File: config.mk
export PLATFORM = sky130hd
export DESIGN_NAME = clock_set_ctrl
export DESIGN_NICKNAME = d
export VERILOG_FILES = /design/src/rtl/clock_set_ctrl_pkg.sv /design/src/rtl/clock_set_ctrl_debounce.sv /design/src/rtl/clock_set_ctrl.sv
export SDC_FILE = /design/constraint.sdc
export NUM_CORES = 1
export LEC_CHECK = 0
export CAP_MARGIN = 40
export CORE_ASPECT_RATIO = 0.75
export CORE_MARGIN = 5
export CORE_UTILIZATION = 59
export DETAILED_ROUTE_END_ITERATION = 10
export GPL_TIMING_DRIVEN = 0
export PLACE_DENSITY = 0.77
export SYNTH_ARGS = -nofsm -noshare
export SYNTH_HDL_FRONTEND = slang
export SYNTH_SLANG_ARGS = --single-unit
File: constraint.sdc
create_clock -name CLK -period 6.85 [get_ports CLK]
set_clock_uncertainty 0.2 [all_clocks]
set_input_delay 2.055 -clock CLK [delete_from_list [all_inputs] [get_ports CLK]]
set_output_delay 2.055 -clock CLK [all_outputs]
set_load 0.1 [all_outputs]
File: src/rtl/clock_set_ctrl_pkg.sv
// clock_set_ctrl_pkg: shared state encodings, switch indices, BCD limits and ms-to-cycle helper
package clock_set_ctrl_pkg;
  typedef enum logic [1:0] {RUN = 2'd0, ED_ONES = 2'd1, ED_TENS = 2'd2} state_t;
  localparam int SW_MODE   = 0;
  localparam int SW_INC    = 1;
  localparam int SW_DEC    = 2;
  localparam int SW_CANCEL = 3;
  localparam logic [3:0] ONES_MAX = 4'd9;
  localparam logic [3:0] TENS_MAX = 4'd5;
  function automatic int ms2cyc(input int hz, input int ms);
    return hz / 1000 * ms;
  endfunction
endpackage

File: src/rtl/clock_set_ctrl_debounce.sv
// clock_set_ctrl_debounce: 2-FF synchroniser plus stability counter; emits level and one-cycle press
module clock_set_ctrl_debounce #(
  parameter int DB_CYC = 10
) (
  input  logic clk,
  input  logic rst,
  input  logic raw,
  output logic level,
  output logic press
);
  localparam int CW = $clog2(DB_CYC + 1);
  logic s1_q, s2_q, lvl_q, lvl_d, prs_q, prs_d, diff, flip;
  logic [CW-1:0] cnt_q, cnt_d;
  always_comb begin
    diff  = s2_q != lvl_q;
    flip  = diff && cnt_q == CW'(DB_CYC - 1);
    cnt_d = (diff && !flip) ? cnt_q + CW'(1) : '0;
    lvl_d = flip ? s2_q : lvl_q;
    prs_d = lvl_d & ~lvl_q;
  end
  always_ff @(posedge clk or posedge rst) begin
    if (rst) begin
      s1_q  <= 1'b0;
      s2_q  <= 1'b0;
      lvl_q <= 1'b0;
      prs_q <= 1'b0;
      cnt_q <= '0;
    end else begin
      s1_q  <= raw;
      s2_q  <= s1_q;
      lvl_q <= lvl_d;
      prs_q <= prs_d;
      cnt_q <= cnt_d;
    end
  end
  assign level = lvl_q;
  assign press = prs_q;
endmodule

File: src/rtl/clock_set_ctrl.sv
// clock_set_ctrl: debounced switch front end and BCD seconds time-setting FSM
// with auto-repeat, blink phase and one-cycle LOAD strobe toward the seconds counter.
module clock_set_ctrl import clock_set_ctrl_pkg::*; #(
  parameter int CLK_HZ        = 50_000_000,
  parameter int DEBOUNCE_MS   = 10,
  parameter int REPEAT_DLY_MS = 500,
  parameter int REPEAT_MS     = 100,
  parameter int BLINK_MS      = 250
) (
  input  logic       CLK,
  input  logic       RST,
  input  logic [3:0] SW,
  input  logic [3:0] CUR_ONES,
  input  logic [3:0] CUR_TENS,
  output logic       EDIT,
  output logic       SEL_TENS,
  output logic [3:0] SET_ONES,
  output logic [3:0] SET_TENS,
  output logic       LOAD,
  output logic       BLINK
);
  localparam int DB_CYC  = ms2cyc(CLK_HZ, DEBOUNCE_MS);
  localparam int DLY_CYC = ms2cyc(CLK_HZ, REPEAT_DLY_MS);
  localparam int RPT_CYC = ms2cyc(CLK_HZ, REPEAT_MS);
  localparam int BLK_CYC = ms2cyc(CLK_HZ, BLINK_MS);
  localparam int RW = $clog2(DLY_CYC + RPT_CYC + 1);
  localparam int BW = $clog2(BLK_CYC + 1);
  logic [3:0] level, press;
  genvar i;
  for (i = 0; i < 4; i++) begin : g_db
    clock_set_ctrl_debounce #(.DB_CYC(DB_CYC)) u_db (
      .clk(CLK), .rst(RST), .raw(SW[i]), .level(level[i]), .press(press[i])
    );
  end
  state_t state_q, state_d;
  logic [3:0] ones_q, ones_d, tens_q, tens_d;
  logic load_q, load_d, blink_q, blink_d, rwait_q, rwait_d;
  logic [RW-1:0] rcnt_q, rcnt_d;
  logic [BW-1:0] bcnt_q, bcnt_d;
  logic hold, rep, inc_ev, dec_ev, up, dn, restart, bclr, btog;
  always_comb begin
    hold    = (state_q != RUN) & (level[SW_INC] ^ level[SW_DEC]);
    rep     = hold & (rcnt_q == (rwait_q ? RW'(DLY_CYC - 1) : RW'(RPT_CYC - 1)));
    inc_ev  = press[SW_INC] | (rep & level[SW_INC]);
    dec_ev  = press[SW_DEC] | (rep & level[SW_DEC]);
    up      = inc_ev & ~dec_ev;
    dn      = dec_ev & ~inc_ev;
    state_d = state_q;
    ones_d  = ones_q;
    tens_d  = tens_q;
    load_d  = 1'b0;
    case (state_q)
      RUN: if (press[SW_MODE]) begin
        state_d = ED_ONES;
        ones_d  = (CUR_ONES > ONES_MAX) ? 4'd0 : CUR_ONES;
        tens_d  = (CUR_TENS > TENS_MAX) ? 4'd0 : CUR_TENS;
      end
      ED_ONES: begin
        state_d = press[SW_CANCEL] ? RUN : press[SW_MODE] ? ED_TENS : ED_ONES;
        if (!press[SW_CANCEL] && !press[SW_MODE])
          ones_d = up ? ((ones_q == ONES_MAX) ? 4'd0 : ones_q + 4'd1)
                 : dn ? ((ones_q == 4'd0) ? ONES_MAX : ones_q - 4'd1) : ones_q;
      end
      ED_TENS: begin
        state_d = (press[SW_CANCEL] | press[SW_MODE]) ? RUN : ED_TENS;
        load_d  = press[SW_MODE] & ~press[SW_CANCEL];
        if (!press[SW_CANCEL] && !press[SW_MODE])
          tens_d = up ? ((tens_q == TENS_MAX) ? 4'd0 : tens_q + 4'd1)
                 : dn ? ((tens_q == 4'd0) ? TENS_MAX : tens_q - 4'd1) : tens_q;
      end
      default: state_d = RUN;
    endcase
    // each fresh press or state change restarts the initial repeat delay
    restart = ~hold | press[SW_INC] | press[SW_DEC] | (state_d != state_q);
    rcnt_d  = (restart | rep) ? '0 : rcnt_q + RW'(1);
    rwait_d = restart ? 1'b1 : rep ? 1'b0 : rwait_q;
    bclr    = (state_d != state_q) | (state_d == RUN);
    btog    = bcnt_q == BW'(BLK_CYC - 1);
    bcnt_d  = (bclr | btog) ? '0 : bcnt_q + BW'(1);
    blink_d = bclr ? 1'b0 : btog ? ~blink_q : blink_q;
  end
  always_ff @(posedge CLK or posedge RST) begin
    if (RST) begin
      state_q <= RUN;
      ones_q  <= '0;
      tens_q  <= '0;
      load_q  <= 1'b0;
      blink_q <= 1'b0;
      rwait_q <= 1'b1;
      rcnt_q  <= '0;
      bcnt_q  <= '0;
    end else begin
      state_q <= state_d;
      ones_q  <= ones_d;
      tens_q  <= tens_d;
      load_q  <= load_d;
      blink_q <= blink_d;
      rwait_q <= rwait_d;
      rcnt_q  <= rcnt_d;
      bcnt_q  <= bcnt_d;
    end
  end
  assign EDIT     = state_q != RUN;
  assign SEL_TENS = state_q == ED_TENS;
  assign SET_ONES = ones_q;
  assign SET_TENS = tens_q;
  assign LOAD     = load_q;
  assign BLINK    = blink_q;
endmodule

==> results.md <==
* Core ar. at 13,110 um2
* Ys async rst share at 100.0%
* CTS root buf: clkbuf_16
* Cts hold-fix bufs at 0
* Via density at 6.114
* Util after Layout at 71.15%
* Area Growth Syn to Fin at 16.74%
* Nets at 905
* Met1 GRT Util at 30.86%
* Mux cell area share after synthesis at 0.8301%
* Post-route cell area at 9326 um2
* Ant diodes at 0
* Post-synthesis xor/xnor area fraction at 9.209%
* Largest family of logic cells by synthesized area: simple AND/OR/NAND/NOR gates
* Area contributors post-synth: dfrtp_1 48%, xnor2_1 4.8%, nor2_1 4.4%, xor2_1 4.4%, nand4_1 3.3%
* TritonCTS clock tree: built
* Max Fclk at 235.6 MHz
* Vias in the first global route at 6,366
* Most Crowded Layer GR: met2
* Number of port buffers at 25
* Max-slew violation count at 0
* Placed Area at 8703 um2
* DR pass1 iterations at 5
* CTS resizes at 0
* CP Class: reg -> out
* R2r startpoint: rcnt_q[0]$_DFF_PP0_
* Hold Fails Final Rpt at 0
* FF-to-FF End: SET_ONES[3]$_DFFE_PP0P_
* Critical Path RT at 4.60 ns
* Mapped Cells at 826
* Post-synthesis cell type count at 64
* Area share of the largest cell type after synthesis at 47.92%
* Syn Area/Cell at 9.672 um2
* DR WL/cell at 16.30 um
* Crit end category: output pin
* Initial DRC Count at 720
* Compound-gate portion of the synthesized area at 9.992%
* Detail Placement HPWL at 11.82 mm
* Die ar. at 15,990 um2
* Core Rows at 36
* Pre-CTS WS at 2.808 ns
* Inserted Clock Buffers at 17
* Endpoints failing setup at 0
* Hold Path Class: reg -> reg
* Post-synth top flop: dfrtp_1
* Largest net degree at the start of global routing at 94
* WHS Endpoint: g_db[1].u_db.s2_q$_DFF_PP0_
* H-tree depth at 4
* Worst-margin pin slew at 0.6588 ns
* Setup TNS Final at 0 ns
* Status: finished clean
* Post-synthesis net count at 848
* Pwr Density at 211.1 nW/um2
* Unrepaired setup endpoints after global routing: false
* Shortest period the worst path allows at 4.245 ns
* Final WS setup at 2.605 ns
* Drt total wl at 17.39 mm
* Placer Congestion at 0.9377
* Synthesis-stage register bit count at 154
* M3 GR Usage at 4.830%
* Overflow after GRT at 0
* GRT Util Overall at 22.64%
* Initial antenna violation count at 0
* Reg2Reg Depth at 12
* CTS clk-pin slew, worst paths at 0.06 ns
* Share of cells above drive strength 1 at 9.933%
* # DRC at 0
* Met2 global-route usage at 36.19%
* Filler cell count at 926
* I/O Pins at 26
* Worst EP arrival at 1.99 ns
* Post-CTS setup buffer count at 0
* Clock sinks at 154
* Synthesized cell area at 7989 um2
* Die Height at 110.8 um
* Starting Density at 60.95%
* First-pass GRT wire length at 29.99 mm
* Post-detailed-route count of antenna-violating nets at 0
* EDFF count, synth at 0
* Crit start category: register
* Worst Path Max Fanout at 10
* Die W at 144.4 um
* Synth warnings at 0
* Hold path start: g_db[1].u_db.s1_q$_DFF_PP0_
* Clk buf depth at 2
* R2R setup slack at 2.68 ns
* Simple-Gate Fraction of Synth Area at 27.19%
* Tightest slew margin relative to the limit at 54.95%
* Leak pwr at 3.654 nW
* Area share of fa/ha/maj cells after synthesis at 1.253%
* Clk_lat worst skew at 0.43 ns
* Period utilisation layout at 61.97%
* Hold Slack at 0.1504 ns
* VDD IR-drop max at 0.0001863 V
* Synth area leader: dfrtp_1
* Maxcap violations at 0
* Via count at 6,524
* Worst hold stages at 0
* Post-synthesis sequential area ratio at 48.25%
[logic make-up (layout without fill, tap and decap cells)]
family                   after synthesis  in the layout
AO/OA/AOI/OAI                        122            122
flip-flops                           154            154
adder cells (fa/ha/maj)                8              8
multiplexers                           6              6
AND/OR/NAND/NOR                      393            393
XOR/XNOR                              84             84
buffers and inverters                 59            129
[area by class of cell]
| class | instances | area (um2) | share of cell area [%] |
|---|---|---|---|
| buffer | 35 | 171.4 | 1.838 |
| clock buffer | 18 | 429.2 | 4.602 |
| clock inverter | 14 | 193.9 | 2.079 |
| inverter | 24 | 95.09 | 1.020 |
| multi-input combinational | 613 | 3872 | 41.52 |
| sequential | 154 | 3855 | 41.33 |
| tap | 171 | 214.0 | 2.294 |
| timing repair buffer | 38 | 495.5 | 5.313 |
[worst max path at each step]
stage,from,end,slack [ns],cells after the start
finish,state_q[0]$_DFF_PP0_,EDIT,2.60,4
global route,rcnt_q[0]$_DFF_PP0_,SET_ONES[3]$_DFFE_PP0P_,2.35,12
CTS,state_q[0]$_DFF_PP0_,EDIT,2.60,4
detailed placement,rcnt_q[0]$_DFF_PP0_,SET_ONES[3]$_DFFE_PP0P_,2.81,12
global placement,RST,g_db[1].u_db.cnt_q[15]$_DFF_PP0_,-1.39,2
floorplan,RST,BLINK$_DFFE_PP0N_,0.45,1
[report_power, final]
group | leakage [nW] | total [W] | internal (W) | switching (W)
registers | 2.10 | 0.000926 | 0.000918 | 0.00000803
clock network | 0.301 | 0.000992 | 0.000612 | 0.000380
logic | 1.25 | 0.0000513 | 0.0000170 | 0.0000342
[cells in the mapped netlist, types with 3 or more instances]
library cell  number
nand3b_1           3
ha_1               8
or4b_1             3
o31ai_1            7
a211oi_1          12
dfrtp_1          153
and3_1            10
mux2_2             5
xnor2_1           44
or3_1             34
buf_4              3
nand2b_1           5
a21oi_1           34
inv_1             24
or2_2              7
nor4b_1            4
o211ai_1           3
nor3_1            25
nand4_1           42
nor2b_1            5
o41ai_1            5
xor2_1            40
o21ai_0           34
nand3_1           45
and4_1            14
nor2_1            94
and3b_1            7
or4b_2             4
a31oi_1            4
nor4_1            22
clkbuf_1          19
and2_1             7
buf_2             10
or4_1              8
nand2_1           43
[flip-flops by register name (all words and copies together) (netlist names), 2 cells and up]
signal,count
g_db.u_db.level,4
g_db.u_db.s2_q,4
state_q,2
SET_ONES,4
g_db.u_db.cnt_q,76
bcnt_q,24
rcnt_q,25
g_db.u_db.press,4
g_db.u_db.s1_q,4
SET_TENS,4
[metrics by stage]
step           instances  power (W)
5_1_grt             1067   0.002037
6_report            1067   0.001969
3_5_place_dp        1035  0.0009946
2_1_floorplan        826  0.0009727
4_1_cts             1067   0.001981
3_3_place_gp        1022  0.0009905
[layer usage]
metal  vias to the layer above  wire, um
li1                       3110         -
met4                         0       309
met3                        37       792
met2                       191      8500
met1                      3186      7791
met5                         -         0
[placed cells by master, fill, tap and decap left out, drive strengths merged, types with 7 or more instances in the layout]
cell             n
o31ai           10
and3b            7
or3             34
nor2            94
nor4            22
or4              8
xor2            40
clkbuf          38
inv             27
a211oi          13
clkdlybuf4s50   25
buf             28
and3            10
ha               8
nand3           45
and2             7
dfrtp          153
nor3            25
nand4           44
a21oi           34
o21ai           36
xnor2           44
or2              7
or4b             7
nand2           43
and4            14
[worst max-delay path, cell delays in order, from the launching register on]
cell and delay (ns):
dfrtp_1 0.39, buf_4 0.17, or2_2 0.35, clkdlybuf4s50_1 0.47, buf_8 0.18
Power figures use the tool's default switching activity.
